===== src/rtl/wb_cmd_master.sv =====
// Wishbone classic single-transfer initiator: one command in, one bus cycle out,
// one response back (with timeout error). All outputs registered.
module wb_cmd_master #(
  parameter int TIMEOUT_CYCLES = 255,
  parameter int TO_W           = 16
) (
  input  logic        clk_i,
  input  logic        rst_i,
  input  logic        cmd_valid_i,
  output logic        cmd_ready_o,
  input  logic        cmd_we_i,
  input  logic [31:0] cmd_adr_i,
  input  logic [31:0] cmd_dat_i,
  input  logic [3:0]  cmd_sel_i,
  output logic        rsp_valid_o,
  input  logic        rsp_ready_i,
  output logic [31:0] rsp_dat_o,
  output logic        rsp_err_o,
  output logic        wbm_cyc_o,
  output logic        wbm_stb_o,
  output logic        wbm_we_o,
  output logic [3:0]  wbm_sel_o,
  output logic [31:0] wbm_adr_o,
  output logic [31:0] wbm_dat_o,
  input  logic        wbm_ack_i,
  input  logic [31:0] wbm_dat_i
);

  typedef enum logic [1:0] {IDLE, BUS, RESP} state_t;

  localparam logic [TO_W-1:0] LAST = TO_W'(TIMEOUT_CYCLES - 1);

  state_t          state, state_n;
  logic [TO_W-1:0] cnt, cnt_n;
  logic            cyc_n, stb_n, we_n, rsp_valid_n, rsp_err_n, ready_n;
  logic [3:0]      sel_n;
  logic [31:0]     adr_n, dat_n, rsp_dat_n;

  always_comb begin
    state_n     = state;
    cnt_n       = cnt;
    cyc_n       = wbm_cyc_o;
    stb_n       = wbm_stb_o;
    we_n        = wbm_we_o;
    sel_n       = wbm_sel_o;
    adr_n       = wbm_adr_o;
    dat_n       = wbm_dat_o;
    rsp_valid_n = rsp_valid_o;
    rsp_err_n   = rsp_err_o;
    rsp_dat_n   = rsp_dat_o;
    case (state)
      IDLE: begin
        if (cmd_valid_i && cmd_ready_o) begin
          we_n    = cmd_we_i;
          adr_n   = cmd_adr_i;
          dat_n   = cmd_dat_i;
          sel_n   = cmd_sel_i;
          cyc_n   = 1'b1;
          stb_n   = 1'b1;
          cnt_n   = '0;
          state_n = BUS;
        end
      end
      BUS: begin
        // ack is checked first so an ack on the timeout edge still completes cleanly
        if (wbm_ack_i) begin
          cyc_n       = 1'b0;
          stb_n       = 1'b0;
          we_n        = 1'b0;
          rsp_valid_n = 1'b1;
          rsp_err_n   = 1'b0;
          rsp_dat_n   = wbm_we_o ? 32'h0 : wbm_dat_i;
          state_n     = RESP;
        end else if (cnt == LAST) begin
          cyc_n       = 1'b0;
          stb_n       = 1'b0;
          we_n        = 1'b0;
          rsp_valid_n = 1'b1;
          rsp_err_n   = 1'b1;
          rsp_dat_n   = 32'h0;
          state_n     = RESP;
        end else begin
          cnt_n = cnt + 1'b1;
        end
      end
      RESP: begin
        if (rsp_ready_i) begin
          rsp_valid_n = 1'b0;
          state_n     = IDLE;
        end
      end
      default: state_n = IDLE;
    endcase
    ready_n = (state_n == IDLE);
  end

  always_ff @(posedge clk_i) begin
    if (rst_i) begin
      state       <= IDLE;
      cnt         <= '0;
      cmd_ready_o <= 1'b1;
      rsp_valid_o <= 1'b0;
      rsp_err_o   <= 1'b0;
      rsp_dat_o   <= '0;
      wbm_cyc_o   <= 1'b0;
      wbm_stb_o   <= 1'b0;
      wbm_we_o    <= 1'b0;
      wbm_sel_o   <= '0;
      wbm_adr_o   <= '0;
      wbm_dat_o   <= '0;
    end else begin
      state       <= state_n;
      cnt         <= cnt_n;
      cmd_ready_o <= ready_n;
      rsp_valid_o <= rsp_valid_n;
      rsp_err_o   <= rsp_err_n;
      rsp_dat_o   <= rsp_dat_n;
      wbm_cyc_o   <= cyc_n;
      wbm_stb_o   <= stb_n;
      wbm_we_o    <= we_n;
      wbm_sel_o   <= sel_n;
      wbm_adr_o   <= adr_n;
      wbm_dat_o   <= dat_n;
    end
  end

endmodule


===== config.mk =====
export PLATFORM = sky130hd
export DESIGN_NAME = wb_cmd_master
export DESIGN_NICKNAME = d
export VERILOG_FILES = /design/src/rtl/wb_cmd_master.sv
export SDC_FILE = /design/constraint.sdc
export NUM_CORES = 1
export LEC_CHECK = 0
export ABC_AREA = 1
export BUFFER_PORTS_ARGS = -buffer_cell sky130_fd_sc_hd__buf_2
export CORE_MARGIN = 1.5
export CORE_UTILIZATION = 43
export CTS_CLUSTER_SIZE = 8
export DETAILED_ROUTE_END_ITERATION = 8
export PLACE_DENSITY = 0.87
export SYNTH_ARGS = -nofsm -noshare
export SYNTH_HDL_FRONTEND = slang
export SYNTH_SLANG_ARGS = --single-unit

===== constraint.sdc =====
create_clock -name clk_i -period 1.4 [get_ports clk_i]
set_input_delay 0.07 -clock clk_i [delete_from_list [all_inputs] [get_ports clk_i]]
set_output_delay 0.07 -clock clk_i [all_outputs]
set_load 0.05 [all_outputs]

After elaboration in Yosys (flattened, before gate mapping):

Cells that the tools add are included.

* flip-flop bits (word level): 123
* input bits: 106
* output and inout bits: 106
* logic and storage cells: 54

* add/sub/neg operators: 1
* equal/unequal tests: 8
* muxes and demuxes: 23
* reduce and logical (&&, ||, !) cells: 11

Operators by type and width (number)
* 32-bit 2-to-1 mux: 3
* 16-bit 2-to-1 mux: 3
* 16-bit one-hot mux with 2 select lines: 1
* 16-bit by 1-bit adder with 16-bit output (second input constant): 1
* 16-bit by 8-bit equality test with 1-bit output (second input constant): 1
* 1-bit 2-to-1 mux: 8
* 2-bit 2-to-1 mux: 4
* 2-bit != test (second input constant): 4
* 1-bit one-hot mux with 2 select lines: 3
* 2-bit one-hot mux with 3 select lines: 1
* 3-bit AND reduction: 2
* 2-bit nonzero test: 3
* 2-bit logical NOT: 2
* 2-bit AND reduction: 2
* 4-bit AND reduction: 1
* 3-bit != test (second input constant): 1
* 2-bit by 1-bit equality test with 1-bit output (second input constant): 1
* 2-bit equality test (second input constant): 1
* 1-bit logical AND: 1

Depth between registers and ports, before layout:

* word-level depth: 5
* gate-level depth with buffers: 11
* gate-level depth less buffers: 10

Worst setup path before layout:

Ideal clock, no wire load.

* path kind: reg-to-reg
* start: reg cmd_ready_o
* end: reg cnt[13]
* setup time: 0.135 ns
* data arrival time: 1.443 ns
* data required time: 1.265 ns
* setup slack: -0.178 ns
* stages on the path, launching flop included: 8
* buffers on the path: 2
* period minus slack after synthesis: 1.578 ns
* cells stage by stage: dfxtp_1 -> nand4_1 -> buf_2 -> nand2_1 -> nand3_2 -> buf_6 -> nand2_1 -> a21oi_2

* word-level cells in the longest chain between the ends: 3

RTL lines
* start: declaration: RTL line 10 `output logic cmd_ready_o,`
* start signal: assignment: RTL line 114 `cmd_ready_o <= ready_n;`
* 1-bit logical AND: RTL line 53 `if (cmd_valid_i && cmd_ready_o) begin`
* 2-bit != test (no source line)
* 4-bit AND reduction (no source line)
* end signal: assignment: RTL line 113 `cnt <= cnt_n;`
* end: declaration: RTL line 34 `logic [TO_W-1:0] cnt, cnt_n;`

Every way passes these cells.
A chain may end at the register's enable or synchronous reset.

Final worst setup path:

* start: reg cnt[10]
* end: reg rsp_dat_o[15]

* word-level cells in the longest chain between the ends: 3

RTL lines
* 16-bit by 8-bit equality test with 1-bit output: RTL line 74 `end else if (cnt == LAST) begin`
* 2-bit nonzero test (no source line)
* 2-bit AND reduction (no source line)
* end signal: assignment: RTL line 117 `rsp_dat_o <= rsp_dat_n;`
* end: declaration: RTL line 17 `output logic [31:0] rsp_dat_o,`

Every way passes these cells.

==> metrics.txt <==
outcome=finished with violations; violated checks=negative setup slack; final-stage net count=~1100; count of cell types in the netlist=27; final estimated routing congestion in global placement=0.918; Bufs on Longest Clock Path=2; CP max stage delay=0.31 ns; total wirelength of the detailed-routed design=roughly 22 mm; highest ir drop seen on vdd=approximately 1.1 mV; WP data required=~1.7 ns; largest delay contributor family on the critical path=simple AND/OR/NAND/NOR gates; cell-by-cell listing of the critical path=nor2_1 > nand2_1 > nor2_2 > nand3_2 > nand2_4 > buf_12 > nand3_1 > a21oi_1; synthesized area=~4900 um^2; number of detailed-route iterations in the first pass=7; total core area=10900 um^2; cells on worst reg2reg path=8; worst hold-check path type=in -> reg; Util after Layout=about 80%; dominant cells by area after synthesis=dfxtp_1 51%, nor2_1 14%, nand2_1 7.9%; commonest cells after routing, fill and taps aside=211 x buf_2, 165 x nor2_1, 115 x dfxtp_1, 101 x dlygate4sd3_1, 69 x nand2_1; Worst Setup End Kind=flip-flop; worst skew pair latency=roughly 0.42 ns; launch instance of the worst register-to-register path=cnt[10]$_SDFFE_PP0P_; first-pass GRT wire length=27.9 mm; horizontal die dimension=109 um; Num CTS Buffers=17; number of instances on the worst hold path=3; sum of buffers and inverters on the critical path=1; pin count of the biggest net entering global routing=72; power density cells=approximately 1400 nW/um^2; number of setup violations in the final report=54; leak pwr=about 0.0038 uW; area share of the largest cell type after synthesis=about half; Worst Setup Slack, final=-0.199 ns; FF-to-FF End=rsp_dat_o[15]$_SDFFE_PP0P_; starting density of the core=between 40% and 50%; largest area contributor in the synthesized netlist=dfxtp_1; RSZ-0062 raised after global routing=true; DRC Markers=0; gr usage total=~30%; final slew viol count=0; final global-route overflow total=0; Max Cap Violations=0; largest fanout of any net on the critical path=11; Root Buffer Master=clkbuf_16; TritonCTS clock tree=yes; endpoint arrival time on the critical path=roughly 1.9 ns; maximum operating frequency=~0.63 GHz; end point of the most critical hold path=cnt[12]$_SDFFE_PP0P_; quantity of I/O buffers inserted on ports=211; Die Footprint=approximately 12000 um^2; count of final hold-check violations=0; vias in the first global route=5820; number of nets with antenna violations after detailed routing=0; Gate Count Post-Synth=661; kind of start point of the critical path=flip-flop; Slowest cell on crit path=dfxtp_1; Die H=between 100 and 150 um; layout cells sized above 1=~40%; worst hold-check slack=0.0431 ns; cell area after layout=approximately 8600 um^2; Avg WL per Cell=around 19 um; synthesized area divided by synthesized cell count=7.37 um^2; type of the setup path with the least slack=reg -> reg; Seq cells post-synth=between 100 and 150; source of the worst hold timing path=rst_i; P&R area growth vs syn=76.9%; worst-case setup slack after placement=-0.0867 ns; setup slack of the worst register-to-register path=-0.20 ns; maximum level of the CTS H-tree=4; fin crit share=114%; Placed Area=between 6000 and 7000 um^2; number of violations reported at the end of detailed-routing iteration 0=600; worst-margin pin slew=0.565 ns; Via-to-Cell Ratio=~5.5; most frequent standard cell in the layout excluding fill and tap cells=buf_2; Warnings, synthesis=0; Clock transition at path regs=roughly 0.060 ns; Clock Skew=0.0133 ns; number of sinks handled by clock tree synthesis=123; initial antenna violation count=3; min Tclk post-route=between 1.5 and 2 ns; relative slew slack=about 62%; sequential area share after synthesis=about half; via count=approximately 6400; HPWL reported at the end of detailed placement=about 9.3 mm; number of rows in the core area=38; number of nets produced by synthesis=slightly below 800; post-layout power=approximately 12000 uW; io pins=approximately 210
[state kept, by name (all words and copies together) (netlist names)]
register	cells
cnt	16
rsp_dat_o	32
cmd_ready_o	1
rsp_err_o	1
wbm_we_o	1
wbm_stb_o	1
wbm_dat_o	32
wbm_adr_o	32
state	2
wbm_sel_o	4
rsp_valid_o	1
[per-stage QoR]
step	cells	setup TNS [ns]
floorplan	661	0
global placement	1015	-0.178
detailed placement	1015	-1.60
CTS	1152	-1.06
global route	1162	-10.36
finish	1163	-4.61
[per-layer routing]
layer | track usage (%) | up-vias | share of wire (%)
met5 | 0 | - | 0.058
met4 | 15.7 | 2 | 5.5
met3 | 9.31 | 125 | 11
met2 | 53.7 | 467 | 49
met1 | 32.8 | 2959 | 35
li1 | - | 2845 | -
[repair_timing]
item | CTS | global route
setup endpoints to repair | 51 | 121
buffers inserted | 4 | 4
endpoints found under the hold margin | 101 | 0
gates cloned | 3 | 8
pin swaps | 6 | 32
hold buffers | 101 | 0
resized for setup | 16 | 147
[Yosys cell counts]
cell / n
o31ai_1: 1
buf_6: 4
and3_1: 1
o21a_1: 1
nand2_4: 1
nor2_2: 1
a21oi_1: 42
inv_1: 18
nand3_2: 3
o21ai_0: 72
a21oi_2: 4
o21bai_1: 4
inv_2: 2
clkbuf_1: 26
buf_4: 3
xnor2_1: 3
ha_1: 2
nor2_1: 183
xor2_1: 3
nand4_1: 5
nand2_2: 2
dfxtp_1: 123
buf_2: 9
nand2_1: 103
nand3_1: 42
clkinv_1: 2
o211ai_1: 1
[worst max path at each step]
stage / endpoint / cells after the start / from / slack (ns)
2_1_floorplan: cnt[13]$_SDFFE_PP0P_ / 7 / cmd_ready_o$_SDFF_PP1_ / 0.003
3_3_place_gp: cnt[10]$_SDFFE_PP0P_ / 7 / cnt[1]$_SDFFE_PP0P_ / -0.07
3_5_place_dp: cnt[10]$_SDFFE_PP0P_ / 7 / cnt[1]$_SDFFE_PP0P_ / -0.09
4_1_cts: rsp_dat_o[19]$_SDFFE_PP0P_ / 10 / cnt[0]$_SDFFE_PP0P_ / -0.06
5_1_grt: rsp_dat_o[14]$_SDFFE_PP0P_ / 9 / cnt[11]$_SDFFE_PP0P_ / -0.29
6_report: rsp_dat_o[15]$_SDFFE_PP0P_ / 8 / cnt[10]$_SDFFE_PP0P_ / -0.20
[report_power, final]
group / leakage, uW / switching (uW) / internal, uW
clock: 0.000258 / 1520 / 2490
combinational: 0.00255 / 2540 / 1140
sequential: 0.00101 / 224 / 3860
[logic make-up after synthesis]
| kind of cell | after synthesis | synth area share, % |
|---|---|---|
| AO/OA/AOI/OAI | 125 | 13.5 |
| XOR/XNOR | 6 | 1.08 |
| adder cells (fa/ha/maj) | 2 | 0.514 |
| buffers and inverters | 64 | 6.01 |
| flip-flops | 123 | 50.5 |
| AND/OR/NAND/NOR | 341 | 28.4 |
[worst reg2reg max path, cell delays in order (launching register included)]
cell	delay [ns]
dfxtp_1	0.31
nor2_1	0.19
nand2_1	0.09
nor2_2	0.13
nand3_2	0.14
nand2_4	0.18
buf_12	0.18
nand3_1	0.11
a21oi_1	0.21
[cell type report]
type,count,area [um^2]
diodes,2,5.00
clock buffers,22,464
clock inverters,7,68.8
fillers,561,2310
inverters,22,90.1
multi-input cells,475,2570
flip-flops and latches,123,2480
well taps,140,175
repair buffers,372,2760
No activity file was read; power rests on OpenSTA's default activity.
